[src/rtl/cpu_pkg.sv]
// -----------------------------------------------------------------------------
// cpu_pkg
// Shared definitions for the 8-bit computer control path:
//   - opcode encodings (IR upper nibble)
//   - control-word bit positions (bit 15 = HLT ... bit 0 = FI)
//   - T-state encodings T0..T4
//   - last active step per opcode, used for early instruction termination
//   - bus-driver helpers used by the control path and its checker
// -----------------------------------------------------------------------------
package cpu_pkg;

  localparam int CTRL_W = 16;
  localparam int T_W    = 3;
  localparam int OP_W   = 4;

  // Opcode encodings; 1001..1101 are undefined and execute as NOP.
  localparam logic [OP_W-1:0] OP_NOP = 4'b0000;
  localparam logic [OP_W-1:0] OP_LDA = 4'b0001;
  localparam logic [OP_W-1:0] OP_ADD = 4'b0010;
  localparam logic [OP_W-1:0] OP_SUB = 4'b0011;
  localparam logic [OP_W-1:0] OP_STA = 4'b0100;
  localparam logic [OP_W-1:0] OP_LDI = 4'b0101;
  localparam logic [OP_W-1:0] OP_JMP = 4'b0110;
  localparam logic [OP_W-1:0] OP_JC  = 4'b0111;
  localparam logic [OP_W-1:0] OP_JZ  = 4'b1000;
  localparam logic [OP_W-1:0] OP_OUT = 4'b1110;
  localparam logic [OP_W-1:0] OP_HLT = 4'b1111;

  // Control-word bit positions.
  localparam int CTRL_HLT = 15;  // halt clock
  localparam int CTRL_MI  = 14;  // memory address register in
  localparam int CTRL_RI  = 13;  // RAM in
  localparam int CTRL_RO  = 12;  // RAM out (bus driver)
  localparam int CTRL_IO  = 11;  // instruction register out (bus driver)
  localparam int CTRL_II  = 10;  // instruction register in
  localparam int CTRL_AI  = 9;   // A register in
  localparam int CTRL_AO  = 8;   // A register out (bus driver)
  localparam int CTRL_EO  = 7;   // ALU out (bus driver)
  localparam int CTRL_SU  = 6;   // ALU subtract
  localparam int CTRL_BI  = 5;   // B register in
  localparam int CTRL_OI  = 4;   // output register in
  localparam int CTRL_CE  = 3;   // program counter enable
  localparam int CTRL_CO  = 2;   // program counter out (bus driver)
  localparam int CTRL_J   = 1;   // program counter load (jump)
  localparam int CTRL_FI  = 0;   // flags register in

  // T-state encodings.
  localparam logic [T_W-1:0] T0 = 3'd0;
  localparam logic [T_W-1:0] T1 = 3'd1;
  localparam logic [T_W-1:0] T2 = 3'd2;
  localparam logic [T_W-1:0] T3 = 3'd3;
  localparam logic [T_W-1:0] T4 = 3'd4;

  // Output bundle of the control ROM.
  typedef struct packed {
    logic [CTRL_W-1:0] ctrl;
    logic              last_step;
  } rom_word_t;

  // Last active T-state of each instruction. Conditional jumps end at T2
  // whether or not the branch is taken.
  function automatic logic [T_W-1:0] last_step_of(input logic [OP_W-1:0] op);
    logic [T_W-1:0] last;
    case (op)
      OP_LDA:  last = T3;
      OP_STA:  last = T3;
      OP_ADD:  last = T4;
      OP_SUB:  last = T4;
      OP_NOP:  last = T2;
      OP_LDI:  last = T2;
      OP_JMP:  last = T2;
      OP_JC:   last = T2;
      OP_JZ:   last = T2;
      OP_OUT:  last = T2;
      OP_HLT:  last = T2;
      default: last = T2;
    endcase
    return last;
  endfunction

  // Gather the bits that place a value on the shared bus.
  function automatic logic [4:0] bus_drivers(input logic [CTRL_W-1:0] c);
    return {c[CTRL_CO], c[CTRL_RO], c[CTRL_IO], c[CTRL_AO], c[CTRL_EO]};
  endfunction

  // True when zero or one bus driver is enabled.
  function automatic logic bus_exclusive(input logic [CTRL_W-1:0] c);
    logic [4:0] d;
    d = bus_drivers(c);
    return ((d & (d - 5'd1)) == 5'd0);
  endfunction

endpackage

[src/rtl/control_rom.sv]
// -----------------------------------------------------------------------------
// control_rom
// Purely combinational microcode: maps the current T-state, opcode and latched
// ALU flags to the control word for that step, plus a flag marking the
// instruction's last active step.
// Ports:
//   t_state    in  3   current step
//   opcode     in  4   IR upper nibble
//   carry_flag in  1   latched carry (JC condition)
//   zero_flag  in  1   latched zero  (JZ condition)
//   ctrl       out 16  control word for this step (ungated)
//   last_step  out 1   this step is the instruction's last active step
// -----------------------------------------------------------------------------
module control_rom
  import cpu_pkg::*;
(
  input  logic [T_W-1:0]    t_state,
  input  logic [OP_W-1:0]   opcode,
  input  logic              carry_flag,
  input  logic              zero_flag,
  output logic [CTRL_W-1:0] ctrl,
  output logic              last_step
);

  rom_word_t word;

  // Decode one step: fetch steps are opcode independent, execute steps decode IR.
  always_comb begin
    word.ctrl      = 16'h0000;
    word.last_step = 1'b0;
    case (t_state)
      T0: begin
        word.ctrl[CTRL_CO] = 1'b1;
        word.ctrl[CTRL_MI] = 1'b1;
      end
      T1: begin
        word.ctrl[CTRL_RO] = 1'b1;
        word.ctrl[CTRL_II] = 1'b1;
        word.ctrl[CTRL_CE] = 1'b1;
      end
      T2, T3, T4: begin
        word.last_step = (t_state == last_step_of(opcode));
        case (opcode)
          OP_LDA, OP_STA: begin
            case (t_state)
              T2: begin
                word.ctrl[CTRL_IO] = 1'b1;
                word.ctrl[CTRL_MI] = 1'b1;
              end
              T3: begin
                if (opcode == OP_LDA) begin
                  word.ctrl[CTRL_RO] = 1'b1;
                  word.ctrl[CTRL_AI] = 1'b1;
                end else begin
                  word.ctrl[CTRL_AO] = 1'b1;
                  word.ctrl[CTRL_RI] = 1'b1;
                end
              end
              default: word.ctrl = 16'h0000;
            endcase
          end
          OP_ADD, OP_SUB: begin
            case (t_state)
              T2: begin
                word.ctrl[CTRL_IO] = 1'b1;
                word.ctrl[CTRL_MI] = 1'b1;
              end
              T3: begin
                word.ctrl[CTRL_RO] = 1'b1;
                word.ctrl[CTRL_BI] = 1'b1;
              end
              T4: begin
                word.ctrl[CTRL_EO] = 1'b1;
                word.ctrl[CTRL_AI] = 1'b1;
                word.ctrl[CTRL_FI] = 1'b1;
                word.ctrl[CTRL_SU] = (opcode == OP_SUB);
              end
              default: word.ctrl = 16'h0000;
            endcase
          end
          OP_LDI: begin
            if (t_state == T2) begin
              word.ctrl[CTRL_IO] = 1'b1;
              word.ctrl[CTRL_AI] = 1'b1;
            end else begin
              word.ctrl = 16'h0000;
            end
          end
          OP_JMP, OP_JC, OP_JZ: begin
            // The operand is always driven; only the PC load is conditional.
            if (t_state == T2) begin
              word.ctrl[CTRL_IO] = 1'b1;
              case (opcode)
                OP_JMP:  word.ctrl[CTRL_J] = 1'b1;
                OP_JC:   word.ctrl[CTRL_J] = carry_flag;
                OP_JZ:   word.ctrl[CTRL_J] = zero_flag;
                default: word.ctrl[CTRL_J] = 1'b0;
              endcase
            end else begin
              word.ctrl = 16'h0000;
            end
          end
          OP_OUT: begin
            if (t_state == T2) begin
              word.ctrl[CTRL_AO] = 1'b1;
              word.ctrl[CTRL_OI] = 1'b1;
            end else begin
              word.ctrl = 16'h0000;
            end
          end
          OP_HLT: begin
            if (t_state == T2) begin
              word.ctrl[CTRL_HLT] = 1'b1;
            end else begin
              word.ctrl = 16'h0000;
            end
          end
          OP_NOP:  word.ctrl = 16'h0000;
          default: word.ctrl = 16'h0000;
        endcase
      end
      default: begin
        // Unreachable encodings 5..7: emit nothing and force a return to T0.
        word.ctrl      = 16'h0000;
        word.last_step = 1'b1;
      end
    endcase
  end

  assign ctrl      = word.ctrl;
  assign last_step = word.last_step;

endmodule

[src/rtl/control_sequencer.sv]
// -----------------------------------------------------------------------------
// control_sequencer
// Instruction-cycle controller for the 8-bit computer. Steps the T-state
// counter, tracks the halted condition and gates the microcode control word.
// Parameters:
//   EARLY_END  1 = return to T0 after the instruction's last active step,
//              0 = always run T0..NUM_STEPS-1
//   NUM_STEPS  T-states per instruction when EARLY_END=0 (5 for this ISA)
// Ports:
//   clk        in  1   system clock, rising edge
//   rst        in  1   synchronous active-high reset
//   step_en    in  1   advance enable (single-step / run gating)
//   opcode     in  4   IR upper nibble
//   carry_flag in  1   latched ALU carry
//   zero_flag  in  1   latched ALU zero
//   ctrl       out 16  control word HLT MI RI RO IO II AI AO EO SU BI OI CE CO J FI
//   t_state    out 3   current step 0..4
//   halted     out 1   sequencer stopped by HLT
// -----------------------------------------------------------------------------
module control_sequencer
  import cpu_pkg::*;
#(
  parameter bit EARLY_END = 1'b1,
  parameter int NUM_STEPS = 5
)
(
  input  logic              clk,
  input  logic              rst,
  input  logic              step_en,
  input  logic [OP_W-1:0]   opcode,
  input  logic              carry_flag,
  input  logic              zero_flag,
  output logic [CTRL_W-1:0] ctrl,
  output logic [T_W-1:0]    t_state,
  output logic              halted
);

  localparam logic [T_W-1:0] LAST_T = T_W'(NUM_STEPS - 1);
  localparam logic [CTRL_W-1:0] HLT_ONLY = 16'h8000;

  logic [CTRL_W-1:0] rom_ctrl;
  logic              rom_last;
  logic [T_W-1:0]    next_t;
  logic              next_halted;

  control_rom u_rom (
    .t_state    (t_state),
    .opcode     (opcode),
    .carry_flag (carry_flag),
    .zero_flag  (zero_flag),
    .ctrl       (rom_ctrl),
    .last_step  (rom_last)
  );

  // Next-state selection: hold when halted or not enabled, else advance/end.
  always_comb begin
    next_t      = t_state;
    next_halted = halted;
    if (halted) begin
      next_t      = t_state;
      next_halted = 1'b1;
    end else if (!step_en) begin
      next_t      = t_state;
      next_halted = 1'b0;
    end else if (rom_ctrl[CTRL_HLT]) begin
      next_t      = T0;
      next_halted = 1'b1;
    end else if (EARLY_END && rom_last) begin
      next_t      = T0;
      next_halted = 1'b0;
    end else if (t_state >= LAST_T) begin
      // Also recovers from any encoding above the last step.
      next_t      = T0;
      next_halted = 1'b0;
    end else begin
      next_t      = t_state + 3'd1;
      next_halted = 1'b0;
    end
  end

  // Step counter and halt flag; reset overrides everything.
  always_ff @(posedge clk) begin
    if (rst) begin
      t_state <= T0;
      halted  <= 1'b0;
    end else begin
      t_state <= next_t;
      halted  <= next_halted;
    end
  end

  // Output gating: a held step emits nothing, so CE fires once per real step.
  always_comb begin
    ctrl = 16'h0000;
    if (rst) begin
      ctrl = 16'h0000;
    end else if (halted) begin
      ctrl = HLT_ONLY;
    end else if (!step_en) begin
      ctrl = 16'h0000;
    end else begin
      ctrl = rom_ctrl;
    end
  end

endmodule
[config.mk]
export PLATFORM = sky130hd
export DESIGN_NAME = control_sequencer
export DESIGN_NICKNAME = d
export VERILOG_FILES = /design/src/rtl/cpu_pkg.sv /design/src/rtl/control_rom.sv /design/src/rtl/control_sequencer.sv
export SDC_FILE = /design/constraint.sdc
export NUM_CORES = 1
export LEC_CHECK = 0
export BUFFER_PORTS_ARGS = -buffer_cell sky130_fd_sc_hd__buf_4
export CAP_MARGIN = 30
export CORE_AREA = 3 3 40 42
export DETAILED_ROUTE_END_ITERATION = 16
export DIE_AREA = 0 0 43 45
export GPL_TIMING_DRIVEN = 0
export PLACE_DENSITY_LB_ADDON = 0.1
export SLEW_MARGIN = 15
export SYNTH_ARGS = -nofsm -noshare
export SYNTH_HDL_FRONTEND = slang
export SYNTH_SLANG_ARGS = --single-unit
[constraint.sdc]
create_clock -name clk -period 3.73 [get_ports clk]
set_clock_uncertainty 0.1 [all_clocks]
set_input_delay 0 -clock clk [delete_from_list [all_inputs] [get_ports clk]]
set_output_delay 0 -clock clk [all_outputs]
set_load 0.02 [all_outputs]
==> flow_metrics.env, run 1 <==
export IMPL_hold_viol_final=0
export IMPL_timing_hold_worst_endpoint="t_state[1]"
export IMPL_fp_dieArea_mm2=0.00194
export IMPL_synthesis_area_um2=631
export IMPL_start_util_pct=49.1
export IMPL_maxCapViolCount=0
export IMPL_core_rowCount=13
export IMPL_dieWidth_um=43
export IMPL_clock_sink_count=4
export IMPL_drt_first_pass_iters=5
export IMPL_worst_r2r_endpoint="halted"
export IMPL_final_common_cell="buf_4"
export IMPL_area_grow_syn2layout_pct=44.6
export IMPL_slew_limit_headroom_pct=70.2
export IMPL_powerDensity_mw_per_mm2=209
export IMPL_grt_usage_pct=19.7
export IMPL_die_h_um=45
export IMPL_synth_nets=100
export IMPL_totalPowerFinal_uw=191
export IMPL_total_routed_wirelength_mm=1.77
export IMPL_netSwitchingFraction_pct=38.4
export IMPL_detailedPlace_worstSlack_ns=1.76
export IMPL_r2r_start="t_state[0]"
export IMPL_synth_cell_types=43
export IMPL_fin_crit_share_pct=55.9
export IMPL_clk_latency_ns=0.24
export IMPL_place_detailed_hpwl_mm=1.35
export IMPL_postRouteAntennaNets=0
export IMPL_layout_core_utilization_pct=71.0
export IMPL_clock_path_buffers=2
export IMPL_share_clk_of_total_power_pct=30.3
export IMPL_power_leakage_nw=0.392
export IMPL_final_setup_viol_count=0
export IMPL_final_nets=136
export IMPL_yosys_most_used_dff="dfxtp_1"
export IMPL_clk_pin_slew_ns=0.04
export IMPL_gr_total_overflow=0
export IMPL_antenna_cells_inserted=0
export IMPL_floorplan_io_pins=29
export IMPL_timing_hold_worst_start="opcode[3]"
export IMPL_critPathRequiredTime_ns=3.63
export IMPL_fillers=120
export IMPL_wl_per_cell_um=13.1
export IMPL_crit_path_start_kind="primary input"
export IMPL_status="complete, no violations"
export IMPL_vias=754
export IMPL_grt_pass1_wl_mm=2.94
export IMPL_synth_top_cells_by_area="dfxtp_1 (13%), ha_1 (9.9%), a21oi_1 (5.6%)"
export IMPL_p_switching_uw=73.3
export IMPL_maxClockFrequency_ghz=0.480
export IMPL_power_internal_uw=117
export IMPL_avgSynthCellArea_um2=7.33
export IMPL_regToRegSetupSlack_ns=1.67
export IMPL_synth_edf_count=0
export IMPL_timing_worst_setup_path_type="primary input to output port"
export IMPL_worst_pin_slew_ns=0.446
export IMPL_grt_setup_unrepaired="false"
export IMPL_worst_setup_path_end_kind="output port"
export IMPL_layout_drive_gt1_share_pct=35.0
export IMPL_most_common_layout_cells="buf_4 (29), inv_1 (7), nor2_1 (7), a21oi_1 (7)"
export IMPL_syn_instance_count=86
export IMPL_globalplace_congestion=0.843
export IMPL_setup_ws_ns=1.65
export IMPL_clock_tree_from_tritoncts="yes"
export IMPL_hp_class="primary input to flop"
export IMPL_coreArea_mm2=0.00128
export IMPL_synth_yosys_seq_area_share_pct=12.7
export IMPL_synth_warning_count=0
export IMPL_via_per_inst=5.59
export IMPL_grt_pass1_vias=662
export IMPL_antenna_found_initial=0
export IMPL_yosysTopAreaCellShare_pct=12.7
export IMPL_r2r_worst_path_cells=6
export IMPL_grt_start_max_net_pins=11
export IMPL_async_reset_ff_share_pct=0
export IMPL_drcViolationCount=0
export IMPL_deepest_level_of_the_cts_h_tree=1
export IMPL_worst_hold_path_num_cells=4
export IMPL_postSynthRegisterBits=4
export IMPL_arrival_ns=1.98
export IMPL_p_comb_share_pct=43.0
export IMPL_synth_top_area_cell="dfxtp_1"
export IMPL_number_of_port_buffers=28
export IMPL_cts_buffers=3
export IMPL_drv_slew=0
export IMPL_ir_worst_vdd_uv=334
export IMPL_cp_max_fo=6
export IMPL_period_needed_ns=2.08
export IMPL_pwr_share_seq_pct=26.7
export IMPL_drt_iter0_drc=16
export IMPL_finalSetupTns_ns=0
export IMPL_clock_tree_root_cell="clkbuf_4"
[metrics by stage]
stage | instances | hold WS, ns | cell area [um2]
floorplan | 86 | -0.0309 | 631
global placement | 129 | 0.0823 | 860
detailed placement | 129 | 0.0895 | 860
CTS | 135 | 0.113 | 912
global route | 135 | 0.156 | 912
finish | 135 | 0.118 | 912
[flip-flops by register name (all words and copies together), names as in the netlist]
name,count
halted,1
t_state,3
[final cells by class]
cell class / instances / area [um2] / share of cell area, %
clock buffers: 3 / 22.5 / 2.47
well taps: 15 / 18.8 / 2.06
multi-input cells: 68 / 484 / 53.1
repair buffers: 31 / 240 / 26.3
flip-flops and latches: 4 / 80.1 / 8.78
inverters: 7 / 26.3 / 2.88
plain buffers: 7 / 40.0 / 4.39
[power groups by stage]
stage               combinational [mW]  clock, mW  sequential, mW
floorplan                       0.0493          0          0.0539
global placement                0.0789          0          0.0514
detailed placement              0.0798          0          0.0514
CTS                             0.0820     0.0589          0.0508
global route                    0.0915     0.0660          0.0517
finish                          0.0820     0.0577          0.0508
[kinds of logic after synthesis]
family,count (synthesis),synth area share (%)
simple gates,40,37.1
compound gates,20,25.4
buf+inv,14,10.5
fa+ha+maj,5,9.92
flops,4,12.7
xor+xnor,2,2.78
mux,1,1.59
[cells in the mapped netlist, drive strengths merged (2+ instances only)]
| cell type | instances |
|---|---|
| a21oi | 7 |
| o21ai | 2 |
| nor2b | 2 |
| buf | 3 |
| o211ai | 2 |
| ha | 5 |
| nor4b | 3 |
| dfxtp | 4 |
| a211oi | 2 |
| nor2 | 8 |
| nor3 | 6 |
| o31ai | 3 |
| nand4 | 2 |
| clkbuf | 4 |
| nand3 | 3 |
| nand2 | 6 |
| inv | 7 |
[layer usage]
layer | global-route usage (%) | share of wire [%]
met5 | 0 | 0
met4 | 6.02 | 0
met3 | 4.78 | 8.6
met2 | 30.5 | 45
met1 | 27.0 | 46
[worst max path at each step]
stage / from / to / slack, ns / cells past startpoint
3_3_place_gp: t_state[0] / t_state[2] / 1.80 / 6
6_report: rst / ctrl[8] / 1.65 / 8
5_1_grt: t_state[0] / ctrl[12] / 1.53 / 7
3_5_place_dp: t_state[0] / t_state[2] / 1.76 / 6
4_1_cts: rst / ctrl[8] / 1.66 / 8
2_1_floorplan: t_state[0] / t_state[2] / 1.85 / 5
[repair_timing]
item | CTS | global route
hold buffers | 3 | 0
hold endpoints to repair | 4 | 0
gates resized for setup | 0 | 0
setup buffers | 0 | 0
[worst max-delay path, cell delays in order]
cell and delay, ns:
dlygate4sd3_1 0.54, buf_4 0.14, or3b_1 0.38, buf_6 0.15, a211oi_4 0.19, o211ai_2 0.15
nor4b_2 0.24, buf_4 0.19
(Power assumes the default switching activity.)
==> run 2, diff against run 1 <==
- CORE_AREA: 3 3 40 42 -> not set
- CORE_MARGIN: not set -> 3
- CORE_UTILIZATION: not set -> 41
- DIE_AREA: 0 0 43 45 -> not set
- clock period: 3.73 -> 1.85 ns (I/O delays scaled with it)
==> run 2 against run 1 <==
Against the previous run:
- the flow now finishes with violations (setup timing)
- via count up 2.5%
- global-route usage is 0.85 points higher
- sequential power up 110%
- hold slack worse by 0.014 ns
- wire length up 6.9%
- register-to-register slack worse by 1.6 ns
- combinational power rose by 130%
- sequential cell count unchanged
- first-iteration DRC count increased by 50%
- non-clock buffer count rose by 2
==> flow_metrics.env, run 2 (same netlist as run 1, synthesis figures left out) <==
export IMPL_cts_buffers=3
export IMPL_failed_checks="setup timing"
export IMPL_worst_pin_slew_ns=0.441
export IMPL_drcViolationCount=0
export IMPL_largest_reg_flops=3
export IMPL_grt_pass1_vias=727
export IMPL_via_per_inst=5.64
export IMPL_vias=773
export IMPL_final_common_cell="buf_4"
export IMPL_number_of_port_buffers=28
export IMPL_fp_dieArea_mm2=0.00204
export IMPL_total_routed_wirelength_mm=1.89
export IMPL_timing_hold_worst_endpoint="t_state[1]"
export IMPL_place_detailed_hpwl_mm=1.39
export IMPL_start_util_pct=46.2
export IMPL_clock_sink_count=4
export IMPL_setup_ws_ns=-0.0885
export IMPL_postRouteAntennaNets=0
export IMPL_most_common_layout_cells="buf_4 (31), a21oi_1 (7), nor2_1 (6), nand2_1 (6)"
export IMPL_worst_setup_path_end_kind="output port"
export IMPL_floorplan_io_pins=29
export IMPL_globalplace_congestion=0.856
export IMPL_timing_worst_setup_path_type="flop to output port"
export IMPL_status="complete, but fails checks"
export IMPL_totalPowerFinal_uw=411
export IMPL_die_h_um=45.2
export IMPL_deepest_level_of_the_cts_h_tree=1
export IMPL_hp_class="primary input to flop"
export IMPL_ir_worst_vdd_uv=386
export IMPL_grt_setup_unrepaired="true"
export IMPL_period_needed_ns=1.94
export IMPL_grt_start_max_net_pins=11
export IMPL_maxCapViolCount=0
export IMPL_powerDensity_mw_per_mm2=422
export IMPL_arrival_ns=1.84
export IMPL_drv_slew=0
export IMPL_grt_pass1_wl_mm=3.11
export IMPL_coreArea_mm2=0.00137
export IMPL_worst_hold_path_num_cells=4
export IMPL_power_leakage_nw=0.401
export IMPL_critPathRequiredTime_ns=1.75
export IMPL_core_rowCount=13
export IMPL_grt_usage_pct=20.5
export IMPL_r2r_worst_path_cells=5
export IMPL_regToRegSetupSlack_ns=0.08
export IMPL_drt_first_pass_iters=4
export IMPL_antenna_cells_inserted=0
export IMPL_crit_path_start_kind="flop"
export IMPL_gr_total_overflow=0
export IMPL_final_nets=138
export IMPL_r2r_start="t_state[0]"
export IMPL_clk_latency_ns=0.24
export IMPL_largest_register="t_state"
export IMPL_antenna_found_initial=0
export IMPL_worst_r2r_endpoint="t_state[2]"
export IMPL_clock_tree_root_cell="clkbuf_4"
export IMPL_timing_hold_worst_start="opcode[3]"
export IMPL_layout_top_registers="t_state (3), halted (1)"
export IMPL_area_grow_syn2layout_pct=54.4
export IMPL_clk_pin_slew_ns=0.04
export IMPL_clock_tree_from_tritoncts="yes"
export IMPL_finalSetupTns_ns=-0.172
export IMPL_drt_iter0_drc=24
export IMPL_placed_cell_area_um2=862
export IMPL_maxClockFrequency_ghz=0.516
export IMPL_cp_max_fo=6
export IMPL_detailedPlace_worstSlack_ns=-0.0387
export IMPL_wl_per_cell_um=13.8
export IMPL_hold_viol_final=0
export IMPL_dieWidth_um=45.2
export IMPL_fin_area_um2=973
export IMPL_clock_path_buffers=2
export IMPL_fin_crit_share_pct=105
export IMPL_slew_limit_headroom_pct=70.6
export IMPL_layout_drive_gt1_share_pct=44.3
export IMPL_final_setup_viol_count=3
-- run 2: power by group --
| group | total (mW) | internal (mW) | switching (mW) |
|---|---|---|---|
| clock | 0.113 | 0.0728 | 0.0399 |
| combinational | 0.191 | 0.0862 | 0.104 |
| sequential | 0.107 | 0.0937 | 0.0137 |
| total | 0.411 | 0.253 | 0.158 |
-- run 2: metrics by stage --
| step | hold WS [ns] | util, % | instances |
|---|---|---|---|
| after floorplan | -0.0309 | - | 86 |
| after global placement | 0.0824 | 63.1 | 129 |
| after detailed placement | 0.0865 | 63.1 | 129 |
| after CTS | 0.105 | 70.1 | 137 |
| after global routing | 0.120 | 71.2 | 137 |
| final | 0.105 | 71.2 | 137 |
-- run 2: how the worst max path moves through the flow --
stage,start,to,slack (ns),depth (start not counted)
after floorplan,halted,ctrl[11],0.06,5
after detailed placement,t_state[0],t_state[2],-0.04,6
final,halted,ctrl[5],-0.09,6
after CTS,halted,ctrl[12],-0.06,6
after global placement,t_state[0],t_state[2],-0.03,6
after global routing,halted,ctrl[5],-0.15,6
-- run 2: final cells by class --
cell class / instances / area [um2]
plain buffers: 7 / 40.0
clock buffers: 3 / 22.5
fillers: 113 / 393
inverters: 7 / 28.8
multi-input cells: 68 / 519
flip-flops and latches: 4 / 88.8
well taps: 15 / 18.8
repair buffers: 33 / 255
-- run 2: layer usage --
layer  global-route usage, %  vias to the layer above  share of wire (%)
li1                        -                      387                  -
met1                    24.4                      359                 45
met2                    33.9                       25                 46
met3                    7.17                        2                7.7
met4                    7.02                        0               0.90
met5                       0                        -                  0
-- run 2: worst max-delay path, cell delays in order (launching register included) --
cell      delay (ns)
dfxtp_2         0.31
or3b_1          0.35
buf_6           0.15
a211oi_4        0.18
nand3b_1        0.20
nor3_2          0.24
buf_4           0.17
-- run 2: repair_timing --
item                                    CTS  global route
hold buffers                              3             0
gates resized for setup                   9             4
setup buffers                             2             0
pin swaps                                 1             4
endpoints found under the hold margin     4             0
endpoints found under the setup margin    8            11
==> run 3, diff against run 2 <==
- CELL_PAD_IN_SITES_DETAIL_PLACEMENT: not set -> 1
- CELL_PAD_IN_SITES_GLOBAL_PLACEMENT: not set -> 1
- CORE_UTILIZATION: 41 -> 28
==> run 3 against run 2 <==
Against the previous run:
- the flow still finishes with violations (setup timing)
- hold slack improved by 0.027 ns
- utilization decreased by 18 points
- critical path depth unchanged
- design area increased by 13%
- largest power group unchanged
- worst setup slack improved by 0.038 ns
==> flow_metrics.env, run 3 (same netlist as run 1, synthesis figures left out) <==
export IMPL_timing_critical_path_max_delay_family="simple AND/OR/NAND/NOR gates"
export IMPL_sequence_of_cells_on_the_critical_path="or3b_4 > a211oi_4 > nand3b_1 > buf_4 > nor3_4 > buf_6"
export IMPL_fin_crit_share_pct=103
export IMPL_drt_iter0_drc=5
export IMPL_hold_viol_final=0
export IMPL_fillers=273
export IMPL_clock_sink_count=4
export IMPL_ir_worst_vdd_uv=503
export IMPL_drv_slew=0
export IMPL_wl_per_cell_um=15.9
export IMPL_finalSetupTns_ns=-0.152
export IMPL_critPathRequiredTime_ns=1.75
export IMPL_clock_path_buffers=2
export IMPL_number_of_port_buffers=28
export IMPL_total_routed_wirelength_mm=2.48
export IMPL_grt_setup_unrepaired="true"
export IMPL_worst_r2r_endpoint="t_state[2]"
export IMPL_largest_register="t_state"
export IMPL_final_common_cell="buf_4"
export IMPL_final_setup_viol_count=4
export IMPL_grt_usage_pct=18.2
export IMPL_r2r_worst_path_cells=5
export IMPL_status="complete, but fails checks"
export IMPL_layout_drive_gt1_share_pct=52.7
export IMPL_cp_slowest_cell="or3b_4"
export IMPL_worst_hold_path_num_cells=4
export IMPL_postRouteAntennaNets=0
export IMPL_worst_setup_path_end_kind="output port"
export IMPL_drt_first_pass_iters=4
export IMPL_fp_dieArea_mm2=0.00286
export IMPL_r2r_start="t_state[1]"
export IMPL_powerDensity_mw_per_mm2=407
export IMPL_grt_pass1_vias=804
export IMPL_holdWs_ns=0.132
export IMPL_timing_hold_worst_start="opcode[3]"
export IMPL_antenna_cells_inserted=0
export IMPL_drcViolationCount=0
export IMPL_worst_pin_slew_ns=0.476
export IMPL_final_nets=145
export IMPL_power_leakage_nw=0.444
export IMPL_cts_buffers=3
export IMPL_setup_ws_ns=-0.0508
export IMPL_clock_tree_from_tritoncts="yes"
export IMPL_grt_start_max_net_pins=11
export IMPL_most_common_layout_cells="buf_4 (38), a21oi_1 (6), inv_1 (5), nor2_1 (5), nand2_1 (5)"
export IMPL_maxCapViolCount=0
export IMPL_via_per_inst=5.24
export IMPL_layout_core_utilization_pct=53.7
export IMPL_gr_total_overflow=0
export IMPL_timing_hold_worst_endpoint="t_state[1]"
export IMPL_timing_worst_setup_path_type="flop to output port"
export IMPL_core_rowCount=16
export IMPL_maxClockFrequency_ghz=0.526
export IMPL_deepest_level_of_the_cts_h_tree=1
export IMPL_floorplan_io_pins=29
export IMPL_layout_top_registers="t_state (3), halted (1)"
export IMPL_clock_tree_root_cell="clkbuf_4"
export IMPL_area_grow_syn2layout_pct=73.8
export IMPL_arrival_ns=1.80
export IMPL_worst_path_buf_inv=2
export IMPL_antenna_found_initial=0
export IMPL_coreArea_mm2=0.00204
export IMPL_slew_limit_headroom_pct=68.2
export IMPL_crit_path_start_kind="flop"
export IMPL_clk_latency_ns=0.24
export IMPL_regToRegSetupSlack_ns=0.08
export IMPL_cp_max_fo=3
export IMPL_vias=817
export IMPL_clk_pin_slew_ns=0.04
export IMPL_period_needed_ns=1.90
export IMPL_hp_class="primary input to flop"
export IMPL_largest_reg_flops=3
export IMPL_start_util_pct=30.9
export IMPL_die_h_um=53.5
export IMPL_globalplace_congestion=0.806
export IMPL_dieWidth_um=53.5
export IMPL_stage_delay_of_the_slowest_cell_on_the_critical_path_ns=0.42
export IMPL_place_detailed_hpwl_mm=1.62
export IMPL_grt_pass1_wl_mm=3.80
export IMPL_failed_checks="setup timing"
[run 3: how the worst max path moves through the flow]
stage,from,to,slack (ns),depth (start not counted)
finish,halted,ctrl[5],-0.05,6
global placement,t_state[0],t_state[2],-0.07,6
CTS,halted,ctrl[12],-0.09,6
floorplan,halted,ctrl[11],0.06,5
detailed placement,t_state[0],t_state[2],-0.09,6
global route,t_state[0],ctrl[12],-0.15,7
[run 3: cell type report]
cell class | count | area, um2 | share of cell area (%)
multi-input combinational | 68 | 561 | 51.1
buffer | 5 | 23.8 | 2.17
inverter | 7 | 33.8 | 3.08
sequential | 4 | 90.1 | 8.22
timing repair buffer | 42 | 332 | 30.3
clock buffer | 3 | 22.5 | 2.05
tap | 27 | 33.8 | 3.08
[run 3: worst min-delay path: stages]
cell      delay, ns
buf_4          0.11
o31a_1         0.15
a211oi_2       0.05
o21ai_1        0.11
[run 3: stage by stage]
stage	instances	total power, mW	setup slack, ns	area [um2]
after CTS	149	0.409	-0.0925	968
after detailed placement	141	0.273	-0.0867	877
final	156	0.446	-0.0508	1100
after global placement	141	0.269	-0.0695	877
after floorplan	86	0.209	0.0611	633
after global routing	156	0.485	-0.155	1100
[run 3: where the power goes]
group | total (mW) | leakage [nW] | switching [mW] | internal, mW
registers | 0.107 | 0.0349 | 0.0128 | 0.0937
clock network | 0.109 | 0.0138 | 0.0368 | 0.0726
logic | 0.230 | 0.395 | 0.124 | 0.106
[run 3: routing by layer]
metal,vias to the layer above,part of all wire (%),global-route usage [%]
met4,0,0.85,4.68
met5,-,0,0
li1,402,-,-
met3,2,5.1,5.07
met1,390,42,22.3
met2,23,52,30.6
[run 3: what timing repair did]
action	in CTS	in global routing
endpoints found under the hold margin	3	0
gates cloned	0	0
resized for setup	9	19
hold buffers	2	0
pin swaps	4	7
buffers inserted	3	9
setup endpoints to repair	9	15
